**src/rtl/fpu_unpack.sv**
```systemverilog
`default_nettype none
// =============================================================================
// fpu_unpack: binary32 operand decoder with iterative subnormal normalization.
// Revision: 1.0
// =============================================================================
module fpu_unpack #(
   parameter int SHIFT_STEP = 1
) (
   input  logic        clk,
   input  logic        rst,
   input  logic        in_valid,
   output logic        in_ready,
   input  logic [31:0] in_data,
   input  logic [1:0]  in_mode,
   output logic        out_valid,
   input  logic        out_ready,
   output logic        out_sign,
   output logic [9:0]  out_exponent,
   output logic [23:0] out_mantissa,
   output logic [2:0]  out_guard,
   output logic [1:0]  out_mode,
   output logic        out_nan,
   output logic        out_snan,
   output logic        out_inf,
   output logic        out_zero,
   output logic        out_subnormal,
   output logic        busy
);

   localparam logic [1:0] ST_IDLE = 2'd0;
   localparam logic [1:0] ST_NORM = 2'd1;
   localparam logic [1:0] ST_HOLD = 2'd2;
   localparam logic [4:0] STEP    = 5'(SHIFT_STEP);

   logic [1:0]  state_q, state_d;
   logic        out_valid_q, out_valid_d;
   logic        sign_q, sign_d;
   logic [9:0]  exp_q, exp_d;
   logic [23:0] mant_q, mant_d;
   logic [1:0]  mode_q, mode_d;
   logic        nan_q, nan_d;
   logic        snan_q, snan_d;
   logic        inf_q, inf_d;
   logic        zero_q, zero_d;
   logic        sub_q, sub_d;

   logic        ready_int;
   logic        accept;
   logic [7:0]  in_exp;
   logic [22:0] in_frac;
   logic [4:0]  lz;
   logic [4:0]  shamt;
   logic [23:0] mant_shl;

   function automatic logic [4:0] count_lz(input logic [23:0] v);
      logic [4:0] n;
      logic       found;
      n     = 5'd0;
      found = 1'b0;
      for (int i = 23; i >= 0; i--) begin
         if (!found) begin
            if (v[i]) found = 1'b1;
            else      n     = n + 5'd1;
         end
      end
      return n;
   endfunction

   assign in_exp  = in_data[30:23];
   assign in_frac = in_data[22:0];

   // A new operand may enter whenever no normalization is running and the
   // output slot is empty or being drained this cycle.
   assign ready_int = (state_q != ST_NORM) && (!out_valid_q || out_ready);
   assign accept    = in_valid && ready_int;

   assign lz       = count_lz(mant_q);
   assign shamt    = (lz < STEP) ? lz : STEP;
   assign mant_shl = mant_q << shamt;

   // State and datapath registers
   always_ff @(posedge clk or posedge rst) begin
      if (rst) begin
         state_q     <= ST_IDLE;
         out_valid_q <= 1'b0;
         sign_q      <= 1'b0;
         exp_q       <= 10'd0;
         mant_q      <= 24'd0;
         mode_q      <= 2'd0;
         nan_q       <= 1'b0;
         snan_q      <= 1'b0;
         inf_q       <= 1'b0;
         zero_q      <= 1'b0;
         sub_q       <= 1'b0;
      end else begin
         state_q     <= state_d;
         out_valid_q <= out_valid_d;
         sign_q      <= sign_d;
         exp_q       <= exp_d;
         mant_q      <= mant_d;
         mode_q      <= mode_d;
         nan_q       <= nan_d;
         snan_q      <= snan_d;
         inf_q       <= inf_d;
         zero_q      <= zero_d;
         sub_q       <= sub_d;
      end
   end

   // Next-state and datapath update
   always_comb begin
      state_d     = state_q;
      out_valid_d = out_valid_q;
      sign_d      = sign_q;
      exp_d       = exp_q;
      mant_d      = mant_q;
      mode_d      = mode_q;
      nan_d       = nan_q;
      snan_d      = snan_q;
      inf_d       = inf_q;
      zero_d      = zero_q;
      sub_d       = sub_q;

      case (state_q)
         ST_IDLE, ST_HOLD: begin
            if (out_valid_q && out_ready) begin
               out_valid_d = 1'b0;
               state_d     = ST_IDLE;
            end
            if (accept) begin
               sign_d      = in_data[31];
               mode_d      = in_mode;
               nan_d       = 1'b0;
               snan_d      = 1'b0;
               inf_d       = 1'b0;
               zero_d      = 1'b0;
               sub_d       = 1'b0;
               state_d     = ST_HOLD;
               out_valid_d = 1'b1;
               if (in_exp == 8'hFF) begin
                  exp_d = 10'd255;
                  if (in_frac != 23'd0) begin
                     nan_d  = 1'b1;
                     snan_d = !in_frac[22];
                     mant_d = {1'b1, in_frac};
                  end else begin
                     inf_d  = 1'b1;
                     mant_d = 24'h800000;
                  end
               end else if (in_exp == 8'h00) begin
                  if (in_frac == 23'd0) begin
                     zero_d = 1'b1;
                     mant_d = 24'd0;
                     exp_d  = 10'd0;
                  end else begin
                     sub_d       = 1'b1;
                     mant_d      = {1'b0, in_frac};
                     exp_d       = 10'd1;
                     state_d     = ST_NORM;
                     out_valid_d = 1'b0;
                  end
               end else begin
                  mant_d = {1'b1, in_frac};
                  exp_d  = {2'b00, in_exp};
               end
            end
         end
         ST_NORM: begin
            // Shift by at most STEP; result is published the cycle bit 23 lands.
            mant_d = mant_shl;
            exp_d  = exp_q - {5'd0, shamt};
            if (mant_shl[23]) begin
               state_d     = ST_HOLD;
               out_valid_d = 1'b1;
            end
         end
         default: begin
            state_d     = ST_IDLE;
            out_valid_d = 1'b0;
         end
      endcase
   end

   // Outputs
   always_comb begin
      in_ready      = ready_int && !rst;
      out_valid     = out_valid_q;
      out_sign      = sign_q;
      out_exponent  = exp_q;
      out_mantissa  = mant_q;
      out_guard     = 3'b000;
      out_mode      = mode_q;
      out_nan       = nan_q;
      out_snan      = snan_q;
      out_inf       = inf_q;
      out_zero      = zero_q;
      out_subnormal = sub_q;
      busy          = (state_q != ST_IDLE) || out_valid_q;
   end

endmodule
`default_nettype wire

```
**config.mk**
```make
export PLATFORM = sky130hd
export DESIGN_NAME = fpu_unpack
export DESIGN_NICKNAME = d
export VERILOG_FILES = /design/src/rtl/fpu_unpack.sv
export SDC_FILE = /design/constraint.sdc
export NUM_CORES = 1
export LEC_CHECK = 0
export BUFFER_PORTS_ARGS = -buffer_cell sky130_fd_sc_hd__buf_2
export CAP_MARGIN = 20
export CORE_AREA = 2 2 128 130
export CTS_BUF_LIST = sky130_fd_sc_hd__clkbuf_16
export CTS_CLUSTER_SIZE = 14
export DETAILED_ROUTE_END_ITERATION = 8
export DIE_AREA = 0 0 130 132
export GPL_TIMING_DRIVEN = 0
export HOLD_SLACK_MARGIN = 0.08
export SLEW_MARGIN = 25
export SYNTH_ARGS = -nofsm -noshare
export SYNTH_HDL_FRONTEND = slang
export SYNTH_SLANG_ARGS = --single-unit
```
**constraint.sdc**
```tcl
create_clock -name clk -period 14.7 [get_ports clk]
set_clock_uncertainty 0.2 [all_clocks]
set_input_delay 0.735 -clock clk [delete_from_list [all_inputs] [get_ports clk]]
set_output_delay 0.735 -clock clk [all_outputs]
set_load 0.02 [all_outputs]
```
==> impl_metrics.yaml, run 1 <==
synth:
  synth_simple_gate_area_frac: 0.3032
  netlist_area_mm2: 0.006247
  synth_top_family_by_area: "simple AND/OR/NAND/NOR gates"
  synth_top_area_cell: "dfrtp_1"
  synth_xor_xnor_area_share: 0.07651
  synth_area_leaders: "dfrtp_1 18%, nand2_1 6.7%, ha_1 5.0%"
  synth.avg_cell_area_um2: 7.500
  async_reset_ff_frac: 1.000
  synth_top_area_frac: 0.1762
  synth_mux_area_frac: 0.02283
  synth_compound_area_frac: 0.3026
  yosysWarningCount: 0
  synth_edf_count: 0
  synth_cell_types: 89
  synth_seq_cells: 44
  ys.flop_type: "dfrtp_1"
  synth_fa_ha_area_frac: 0.05988
  synth-seq-area-share: 0.1762
  synth_cells: 833
timing:
  hold_violations: 0
  slew_viol_final: 0
  rsz0062_at_grt: "no"
  fmax_mhz: 73.18
  fin_crit_sh: 0.9296
  worst_slew_pin_slew_ns: 1.003
  period_needed_ns: 13.67
  slew-limit-headroom: 0.3251
  fin_tns_setup_ns: 0
  setup_viol: 0
grt:
  overflow: 0
  grt_max_degree: 26
  grt_pass1_vias: 6173
  grt_pass1_wl_mm: 32.56
  antenna_found_initial: 0
  grt_use_total: 0.2319
placed_design:
  routabilityCongestion: 0.8974
  io_buffer_count: 82
  place_hpwl_mm: 15.96
  postPlaceCellArea_mm2: 0.006978
worst_hold_path:
  min_path_type: "reg -> reg"
  worst_hold_path.endpoint: "out_sign$_DFFE_PP0P_"
  min_from: "out_sign$_DFFE_PP0P_"
  holdPathStages: 2
power_and_ir_drop:
  pwr-share-seq: 0.361
  leakage_nw: 2.987
  powerDensity_mw_per_mm2: 58.91
  swShare: 0.3779
  pwr-share-comb: 0.339
  switching_power_mw: 0.1609
  clkPwrFrac: 0.300
  ir_drop_mv: 0.06261
  intPower_mw: 0.2649
die:
  coreArea_mm2: 0.01571
  die_w_um: 130
  die_area_mm2: 0.01716
  die_h_um: 132
  start_util: 0.3976
  ios: 86
  row_count: 46
clock_tree:
  cts_tree: "built"
  cts_buffers: 5
  clkLatencyLatePin_ns: 0.29
  cts.reportedPaths.clkPinSlew_ns: 0.06
  cts_max_level: 2
  cts-root-buf: "clkbuf_16"
  clockBufferDepth: 2
  clkSinkCount: 44
  hold_buffers: 0
flow_run:
  cap_violations: 0
setup_path:
  path_common_cell: "ha_1"
  worst_ep_required_time_ns: 14.67
  crit_start: "out_mantissa[21]$_DFFE_PP0P_"
  regToRegEndpoint: "out_exponent[6]$_DFFE_PP0P_"
  ff2ff_setup_slack_ns: 1.04
  cp-start-kind: "register"
  cpPeakStageDelay_ns: 0.52
  crit_arrival_ns: 13.63
  endpoint_kind: "register"
  cp_max_fo: 10
  cpMaxStageDelayCell: "o41ai_1"
  critPathKind: "reg -> reg"
  r2r_cells: 67
  reg2reg_from: "out_mantissa[21]$_DFFE_PP0P_"
layout:
  nNetsFinal: 994
  drive_gt1_frac: 0.1794
  antenna_cells: 0
  design_area_mm2: 0.007227
  syn_to_final_growth_pct: 15.68
outcome:
  status: "finished, final reports clean"
route:
  totalWireLength_mm: 20.21
  vias_per_cell: 5.976
  drc: 0
  drt_iter0_drc: 612
  dr_total_vias: 6854
  drtPass1Iterations: 5
  antenna_left: 0
  routedWlPerCell_um: 17.62
## critical path: cells and delay by family (launching register included)
kind	cells	cell delay, ns
adders and majority gates	13	3.78
buffers and inverters	6	0.74
muxes	2	0.27
DFF	1	0.33
AOI/OAI and AO/OA	25	4.81
and+or+nand+nor	21	3.39
## sequential cells by signal, summed over array words and instances (netlist names)
| register | cells |
|---|---|
| state_q | 2 |
| out_sign | 1 |
| out_mantissa | 24 |
| out_subnormal | 1 |
| out_mode | 2 |
| out_nan | 1 |
| out_exponent | 10 |
| out_inf | 1 |
| out_zero | 1 |
| out_snan | 1 |
## stage by stage
stage | utilization | setup WS [ns] | hold slack (ns) | total power, mW | std cells
2_1_floorplan | - | 2.411 | 0.2915 | 0.2472 | 839
3_3_place_gp | 0.4423 | -0.002439 | 0.2576 | 0.2963 | 1137
3_5_place_dp | 0.4441 | -0.05479 | 0.2575 | 0.2977 | 1138
4_1_cts | 0.4551 | 0.1364 | 0.2803 | 0.4277 | 1146
5_1_grt | 0.4599 | 0.08642 | 0.3055 | 0.4473 | 1147
6_report | 0.4599 | 1.035 | 0.2754 | 0.4258 | 1147
## layer usage
metal,GRT usage,part of all wire
met5,0,0
met4,0.05854,0.018
met3,0.02516,0.061
met2,0.3656,0.46
met1,0.3371,0.46
## cell usage after synthesis (all sizes together), types with 17 or more instances
cell type	number
nand3	27
a211oi	27
nor2	54
nand2	111
buf	17
clkbuf	38
a311oi	28
inv	25
a21oi	57
o21ai	50
nor3	40
dfrtp	44
xnor2	30
ha	25
nand2b	24
## layout by cell type (no fill, tap or decap), types with 6 or more instances in the layout
cell      synthesis  final
conb_1            2      8
nand2b_1         24     24
nor2b_1          14     14
a22oi_1           7      7
xnor2_1          27     27
and3_1            7      7
clkbuf_1         38     37
a211oi_1         13     12
nand2_1         111    111
or3_1            10     10
a311oi_1         27     26
dfrtp_1          44     44
a211oi_2         14     13
mux2i_1          12     12
o21ai_0          48     48
o21a_1            8      8
nor2_1           52     51
nor3b_1           8      6
buf_2             8     90
nand3_1          26     26
ha_1             25     25
o211ai_1         10     10
nor3_1           37     35
o22ai_1           6      6
a21o_1           12     12
o31ai_1           8      8
inv_1            23     22
nor4_1           14     14
and2_1            7      7
a21oi_1          57     57
xor2_1            8      8
nand4_1           6      6
## power by group through the flow
| stage | Combinational (mW) | Clock, mW | Sequential [mW] |
|---|---|---|---|
| 2_1_floorplan | 0.0813 | 0 | 0.166 |
| 3_3_place_gp | 0.141 | 0 | 0.155 |
| 4_1_cts | 0.143 | 0.131 | 0.153 |
| 6_report | 0.144 | 0.128 | 0.154 |
| 3_5_place_dp | 0.143 | 0 | 0.155 |
| 5_1_grt | 0.158 | 0.134 | 0.155 |
## timing repair
item,in CTS,in global routing
gates resized for setup,1,11
setup buffers,0,2
endpoints found under the setup margin,1,7
endpoints found under the hold margin,0,0
pin swaps,0,3
cloned,0,0
## worst max-delay path by stage
stage / to / slack, ns / cells after the start
floorplan: out_exponent[6]$_DFFE_PP0P_ / 2.41 / 66
global placement: out_exponent[6]$_DFFE_PP0P_ / -0.002 / 65
detailed placement: out_exponent[6]$_DFFE_PP0P_ / -0.05 / 65
CTS: out_exponent[6]$_DFFE_PP0P_ / 0.14 / 65
global route: out_exponent[6]$_DFFE_PP0P_ / 0.09 / 68
finish: out_exponent[6]$_DFFE_PP0P_ / 1.04 / 67
## cell families (layout without fill, tap and decap cells)
kind of cell | after synthesis | after routing
simple gates | 357 | 357
compound gates | 262 | 262
buf+inv | 80 | 172
xor+xnor | 44 | 44
flops | 44 | 44
fa+ha+maj | 30 | 30
mux | 14 | 14
other cells | 2 | 8
## cell type report
class                   count  area, um2
fillers                  1603       8486
multi-input cells         715       4880
flip-flops and latches     44       1101
repair buffers             85      452.9
well taps                 216      270.3
plain buffers              54      261.5
clock buffers               5      125.1
inverters                  25      93.84
clock inverters             3      42.54
(Power assumes the default switching activity.)
==> inputs of run 2 (changes only) <==
- GPL_TIMING_DRIVEN: 0 -> 1
- HOLD_SLACK_MARGIN: 0.08 -> not set
==> impl_metrics.yaml, run 2 (synthesized netlist as in run 1, its figures left out) <==
outcome:
  status: "finished, final reports clean"
clock_tree:
  cts-root-buf: "clkbuf_16"
  clockBufferDepth: 2
  cts_max_level: 2
  clkLatencyLatePin_ns: 0.29
  clkSinkCount: 44
  cts.reportedPaths.clkPinSlew_ns: 0.06
  cts_tree: "built"
  hold_buffers: 0
  cts_buffers: 5
placed_design:
  io_buffer_count: 82
  dpl_worst_slack_ns: 0.7319
  postPlaceCellArea_mm2: 0.006739
  placedCellCount: 1088
  routabilityCongestion: 0.9067
  place_hpwl_mm: 14.90
route:
  antenna_left: 0
  drtPass1Iterations: 5
  drt_iter0_drc: 457
  totalWireLength_mm: 19.40
  vias_per_cell: 5.975
  routedWlPerCell_um: 17.64
  dr_total_vias: 6573
  drc: 0
setup_path:
  crit_buf_inv: 4
  path_delay_family: "compound AO/OA/AOI/OAI gates"
  critPathKind: "reg -> reg"
  cpMaxStageDelayCell: "dfrtp_1"
  r2r_cells: 65
  cp_max_fo: 21
  path_common_cell: "ha_1"
  cpPeakStageDelay_ns: 0.52
  cp-start-kind: "register"
  ff2ff_setup_slack_ns: 1.26
  crit_arrival_ns: 13.41
  worst_ep_required_time_ns: 14.67
  path_depth: 65
  endpoint_kind: "register"
timing:
  hold_violations: 0
  slew_viol_final: 0
  setup_ws_ns: 1.261
  setup_viol: 0
  fin_tns_setup_ns: 0
  fmax_mhz: 74.41
  slew-limit-headroom: 0.3573
  worst_slew_pin_slew_ns: 0.9553
  rsz0062_at_grt: "no"
  fin_crit_sh: 0.9142
  period_needed_ns: 13.44
  whs_ns: 0.2786
die:
  row_count: 46
  die_w_um: 130
  coreArea_mm2: 0.01571
  die_area_mm2: 0.01716
  die_h_um: 132
  ios: 86
  start_util: 0.3976
layout:
  post-route-util: 0.4413
  final_common_cell: "nand2_1"
  antenna_cells: 0
  fin_cells: 1100
  multi_input_area_mm2: 0.004846
  n_fill_cell: 1622
  nNetsFinal: 947
  drive_gt1_frac: 0.1742
  final_cell_mix: "111 x nand2_1, 82 x buf_2, 56 x a21oi_1"
  syn_to_final_growth_pct: 11.00
  largest_reg_flops: 24
  layout.area.seq_mm2: 0.001101
  design_area_mm2: 0.006934
grt:
  top_usage_layer: "met2"
  overflow: 0
  grt_pass1_vias: 6018
  antenna_found_initial: 0
  grt_max_degree: 45
  grt_util_met3: 0.02273
  grt_pass1_wl_mm: 31.82
  gr-usage-met2: 0.3517
  grt_use_met1: 0.3336
  grt_use_total: 0.2256
power_and_ir_drop:
  powerDensity_mw_per_mm2: 57.39
  ir_drop_mv: 0.06256
  leakage_nw: 2.876
  power_mw: 0.3980
flow_run:
  cap_violations: 0
worst_hold_path:
  holdPathStages: 1
  min_path_type: "reg -> reg"
-- run 2: cell types whose count changed in the layout (fill, tap and decap cells not counted), moves of 2 or more --
cell and delta:
a211oi_2 +2, a211oi_4 -2, buf_2 -8, buf_4 +5, buf_6 -5, clkbuf_1 -37, inv_1 +2
-- run 2: path summary, 6_finish.rpt --
kind,start,to
max in group asynchronous,rst,out_mantissa[7]$_DFFE_PP0P_
worst max-delay path,out_mantissa[21]$_DFFE_PP0P_,out_exponent[6]$_DFFE_PP0P_
worst min register to register,out_exponent[9]$_DFFE_PP0P_,out_exponent[9]$_DFFE_PP0P_
worst max register to register,out_mantissa[21]$_DFFE_PP0P_,out_exponent[6]$_DFFE_PP0P_
min in group asynchronous,rst,state_q[0]$_DFFE_PP0P_
worst min-delay path,out_exponent[9]$_DFFE_PP0P_,out_exponent[9]$_DFFE_PP0P_
-- run 2: cell type report --
cell class | count | area share
sequential | 44 | 0.1588
timing repair buffer | 92 | 0.07001
multi-input combinational | 715 | 0.6988
clock inverter | 3 | 0.001624
tap | 216 | 0.03898
inverter | 25 | 0.01371
clock buffer | 5 | 0.01804
-- run 2: metal layers --
metal,share of wire,routed length [um]
met1,0.47,9193
met2,0.46,8925
met3,0.048,926
met4,0.018,354
met5,0,0
-- run 2: what timing repair did --
action | 4_1_cts | 5_1_grt
buffers inserted | 0 | 4
setup endpoints to repair | 0 | 9
endpoints found under the hold margin | 0 | 0
gates resized for setup | 0 | 6
-- run 2: worst reg2reg max path, delay by kind of cell, from the launching register on --
family	cells	cell delay [ns]
fa+ha+maj	13	3.88
simple gates	19	2.81
buf+inv	4	0.33
compound gates	26	5.25
mux	3	0.34
flops	1	0.52
-- run 2: where the power goes --
part / total [mW] / internal (mW) / switching [mW]
registers: 0.170 / 0.134 / 0.0357
clock network: 0.109 / 0.0613 / 0.0481
logic: 0.119 / 0.0451 / 0.0737
